$ cat src/rtl/k12a_alu_shift_seq.sv
// k12a_alu_shift_seq: multi-cycle shift sequencer that borrows the K12A ALU.
// Shifts an 8-bit operand by 0-7 positions (SHL or SRA), one single-bit
// ALU operation per cycle, capturing each ALU result from data_bus.
// Optional feature macro: K12A_ALU_SHIFT_SEQ_SHIFTOUT_EN (registers the last
// bit shifted out on shift_out; when undefined shift_out is tied to 0).
//
// Handshake: start is sampled only in IDLE. The operation is accepted on
// that edge and busy rises in the next cycle. done is a one-cycle pulse
// with result (and shift_out) valid in the same cycle. start seen while
// busy is ignored, so a held start can only launch a new operation from IDLE.

package k12a_alu_pkg;
  typedef enum logic [1:0] {
    ALU_OPERAND_SEL_B    = 2'b00,
    ALU_OPERAND_SEL_IMM  = 2'b01,
    ALU_OPERAND_SEL_ZERO = 2'b10
  } alu_operand_sel_t;
endpackage

module k12a_alu_shift_seq
  import k12a_alu_pkg::*;
(
  input  logic             clock,
  input  logic             reset_n,
  input  logic             start,
  input  logic             op,
  input  logic [2:0]       count,
  input  logic [7:0]       operand,
  output logic             busy,
  output logic             done,
  output logic [7:0]       result,
  output logic             shift_out,
  output logic             alu_load,
  output alu_operand_sel_t alu_operand_sel,
  output logic             alu_subtract,
  output logic [7:0]       alu_a,
  output logic [7:0]       alu_b,
  output logic [15:0]      alu_inst,
  input  logic [7:0]       data_bus,
  output logic [1:0]       o_dbg_state
);

  typedef enum logic [1:0] {
    S_IDLE = 2'd0,
    S_STEP = 2'd1,
    S_DONE = 2'd2
  } state_t;

  // ALU inst encodings: bits [10:8] select the operation.
  localparam logic [15:0] INST_SHL = 16'h0400;  // acc + acc
  localparam logic [15:0] INST_SRA = 16'h0600;  // arithmetic shift right

  state_t      r_state;
  state_t      w_state_nxt;
  logic [7:0]  r_acc;
  logic [2:0]  r_remaining;
  logic        r_op_q;
  logic [7:0]  r_result;
  logic        w_accept;
  logic        w_last_step;

  assign w_accept    = (r_state == S_IDLE) && start;
  assign w_last_step = (r_state == S_STEP) && (r_remaining == 3'd1);

  // Next-state logic: a zero count skips STEP and goes straight to DONE.
  always_comb begin
    w_state_nxt = r_state;
    case (r_state)
      S_IDLE:  if (start) w_state_nxt = (count != 3'd0) ? S_STEP : S_DONE;
      S_STEP:  if (r_remaining == 3'd1) w_state_nxt = S_DONE;
      S_DONE:  w_state_nxt = S_IDLE;
      default: w_state_nxt = S_IDLE;
    endcase
  end

  // ALU drive: only STEP owns the bus; every other state presents zeros.
  always_comb begin
    alu_load        = 1'b0;
    alu_operand_sel = ALU_OPERAND_SEL_B;
    alu_subtract    = 1'b0;
    alu_a           = 8'h00;
    alu_b           = 8'h00;
    alu_inst        = 16'h0000;
    if (r_state == S_STEP) begin
      alu_load = 1'b1;
      alu_a    = r_acc;
      alu_b    = r_acc;
      alu_inst = r_op_q ? INST_SRA : INST_SHL;
    end
  end

  // Datapath and state register; result is loaded on the edge entering DONE.
  always_ff @(posedge clock) begin
    if (!reset_n) begin
      r_state     <= S_IDLE;
      r_acc       <= 8'h00;
      r_remaining <= 3'd0;
      r_op_q      <= 1'b0;
      r_result    <= 8'h00;
    end else begin
      r_state <= w_state_nxt;
      if (w_accept) begin
        r_acc       <= operand;
        r_op_q      <= op;
        r_remaining <= count;
        if (count == 3'd0) r_result <= operand;
      end else if (r_state == S_STEP) begin
        r_acc       <= data_bus;
        r_remaining <= r_remaining - 3'd1;
        if (w_last_step) r_result <= data_bus;
      end
    end
  end

  assign busy        = (r_state != S_IDLE);
  assign done        = (r_state == S_DONE);
  assign result      = r_result;
  assign o_dbg_state = r_state;

`ifdef K12A_ALU_SHIFT_SEQ_SHIFTOUT_EN
  logic r_shift_out;

  // Departing bit of each step; the final step's bit is what remains visible.
  always_ff @(posedge clock) begin
    if (!reset_n) begin
      r_shift_out <= 1'b0;
    end else if (w_accept) begin
      r_shift_out <= 1'b0;
    end else if (r_state == S_STEP) begin
      r_shift_out <= r_op_q ? r_acc[0] : r_acc[7];
    end
  end

  assign shift_out = r_shift_out;
`else
  assign shift_out = 1'b0;
`endif

endmodule
$ cat config.mk
export PLATFORM = sky130hd
export DESIGN_NAME = k12a_alu_shift_seq
export DESIGN_NICKNAME = d
export VERILOG_FILES = /design/src/rtl/k12a_alu_shift_seq.sv
export SDC_FILE = /design/constraint.sdc
export NUM_CORES = 1
export LEC_CHECK = 0
export CAP_MARGIN = 30
export CORE_UTILIZATION = 38
export DETAILED_ROUTE_END_ITERATION = 8
export HOLD_SLACK_MARGIN = 0.06
export PLACE_DENSITY = 0.79
export SLEW_MARGIN = 20
export SYNTH_ARGS = -nofsm -noshare
export SYNTH_HDL_FRONTEND = slang
export SYNTH_SLANG_ARGS = --single-unit
export TNS_END_PERCENT = 30
$ cat constraint.sdc
create_clock -name clock -period 1.65 [get_ports clock]
set_input_delay 0.33 -clock clock [delete_from_list [all_inputs] [get_ports clock]]
set_output_delay 0.33 -clock clock [all_outputs]
set_load 0.01 [all_outputs]
==> results.json <==
{
  "cp_max_fo": 5,
  "p_leak_nw": 0.8100,
  "yosysTopAreaCell": "dfxtp_1",
  "dp_hpwl_mm": 2.315,
  "portBuffers": 53,
  "critPathLaunch": "o_dbg_state[0]",
  "crit_chain": "nor2b_4 > buf_6 > buf_6 > and2_1 > buf_2",
  "rsz0062_at_grt": "true",
  "cts_buffers": 3,
  "synth_edf_count": 0,
  "pre_cts_slack_ns": -0.1310,
  "final_cells": 239,
  "nets": 221,
  "cts.sinks": 22,
  "holdBufCountCts": 0,
  "hold_class": "reg -> reg",
  "timing.fmax_mhz": 621.7,
  "async_flop_share_pct": 0,
  "ys_warn_count": 0,
  "cpPeakStageDelay_ns": 0.34,
  "synth.distinct_cells": 28,
  "dr.pass1.iters": 4,
  "die_w_um": 60.15,
  "synth_top_area_share_pct": 34.27,
  "setup_violations": 0,
  "crit_slowest_cell": "dfxtp_2",
  "grtUsageTotal_pct": 17.30,
  "drt_wl_total_mm": 3.026,
  "drc": 0,
  "diodes": 0,
  "core_area_um2": 3128,
  "routabilityCongestion": 0.7887,
  "seq_area_frac_synth_pct": 34.27,
  "start_util_pct": 41.08,
  "finClkSkew_ns": 0.01269,
  "viasPerCell": 4.774,
  "synth_flop_cell": "dfxtp_1",
  "hold_viol": 0,
  "period_minus_slack_ns": 1.608,
  "cp.arrival_ns": 1.28,
  "synth.avg_cell_area_um2": 9.049,
  "wl_per_cell_um": 12.66,
  "rr_startpoint": "o_dbg_state[0]",
  "antenna_found_initial": 0,
  "place_inst": 233,
  "cts_tree": "built",
  "final_max_slew_viol_count": 0,
  "floorplan.die_area_um2": 3618,
  "rows": 20,
  "slew_headroom_pct": 63.61,
  "ios": 72,
  "crit_required_ns": 1.32,
  "num_vias": 1141,
  "cts.clk_slew.worst_paths_ns": 0.11,
  "postSynthCellCount": 142,
  "drt_iter0_drc": 21,
  "finalSetupTns_ns": 0,
  "synth.area.top_cells": "dfxtp_1, buf_4, mux2i_1",
  "synth_most_common_cell": "buf_4",
  "clock_latency_ns": 0.31,
  "yosys_register_bits": 22,
  "grt_pass1_vias": 1076,
  "crit_type": "reg -> out",
  "area_growth_pct": 41.97,
  "ant_nets": 0,
  "min_from": "r_remaining[1]",
  "setup_ws_ns": 0.04152,
  "status": "completed",
  "grt_start_max_net_pins": 17,
  "ys_top_cells_by_count": "buf_4, dfxtp_1, a21oi_1",
  "max_slew.worst_pin.slew_ns": 0.5452,
  "clock_path_buffers": 2,
  "finalCritPeriodShare_pct": 97.48,
  "drive_gt1_share_pct": 25.64,
  "power-per-cell-area_nw_per_um2": 807.3,
  "grt_pass1_wl_mm": 4.685,
  "power_mw": 1.473,
  "drv_cap": 0,
  "die_h_um": 60.15,
  "critPathLaunchType": "flip-flop",
  "endpoint_kind": "output pin",
  "crit_top_cell": "buf_6",
  "grt_overflow": 0,
  "synthesis.area_um2": 1285,
  "vdd_drop_max_mv": 0.5532,
  "h-tree-depth": 1,
  "clock-root-buffer": "clkbuf_4"
}
==> through the flow <==
step           hold WS, ns  area (µm²)  util [%]
2_1_floorplan       0.4363        1353         -
3_3_place_gp        0.4456        1804     57.68
3_5_place_dp        0.4657        1804     57.68
4_1_cts             0.4842        1821     58.20
5_1_grt             0.5104        1824     58.32
6_report            0.4789        1824     58.32
==> final timing paths <==
kind         cells past startpoint  slack, ns              to
max reg2reg                      5       0.15       result[6]
min reg2reg                      2       0.48  r_remaining[1]
max                              5       0.04        alu_b[1]
min                              2       0.48  r_remaining[1]
==> critical path, delay by kind of cell (launching register included) <==
kind	cells	cell delay, ns
buffers and inverters	3	0.36
flip-flops	1	0.34
AND/OR/NAND/NOR	2	0.28
==> logic make-up after synthesis <==
group                    after synthesis  share of synthesized area, %
flip-flops                            22                         34.27
AND/OR/NAND/NOR                       23                         11.49
adder cells (fa/ha/maj)                2                         1.947
AO/OA/AOI/OAI                         44                         24.15
other                                  1                        0.2918
buffers and inverters                 41                         20.84
multiplexers                           9                         7.011
==> routing by layer <==
layer	part of all wire [%]	global-route usage (%)
met3	7.7	4.329
met5	0	0
met2	51	30.14
met1	40	20.08
met4	0.46	6.645
==> layout by cell type (no fill, tap or decap), types with 2 or more instances in the layout <==
master and instances:
dlygate4sd2_1 5, dfxtp_1 20, nor2_1 2, a21oi_1 13
dfxtp_2 2, clkdlybuf4s50_1 30, nand2_1 2, clkbuf_2 2
and2_1 7, a211oi_2 6, mux2i_1 9, buf_4 8
o21ai_0 9, a211oi_1 10, buf_6 5, and2_4 2
clkbuf_4 3, nand3b_1 2, ha_1 2, conb_1 18
inv_1 6, buf_2 14, buf_12 2, nor3_1 2
a22oi_1 2
==> flip-flops by register name (all words and copies together) (netlist names) <==
| signal | flops |
|---|---|
| r_op_q | 1 |
| o_dbg_state | 2 |
| result | 8 |
| r_remaining | 3 |
| r_acc | 8 |
==> cell type report <==
class                           count  area (µm²)
Multi-Input combinational cell     96       660.6
Fill cell                         310        1304
Sequential cell                    22       442.9
Clock inverter                      1       30.03
Clock buffer                        3       22.52
Tap cell                           44       55.05
Timing Repair Buffer               67       590.6
Inverter                            6       22.52
==> where the power goes <==
| part | internal (mW) | switching, mW | total [mW] | leakage [nW] |
|---|---|---|---|---|
| Sequential | 0.582 | 0.0269 | 0.609 | 0.182 |
| Combinational | 0.235 | 0.220 | 0.455 | 0.600 |
| Clock | 0.246 | 0.163 | 0.409 | 0.0279 |
| Total | 1.06 | 0.411 | 1.47 | 0.810 |
==> repair_timing <==
action                     CTS  global route
buffers inserted             1             0
setup endpoints to repair   23            15
cloned                       1             0
gates resized for setup     69            17
pin swaps                    0             1
Power figures use the tool's default switching activity.
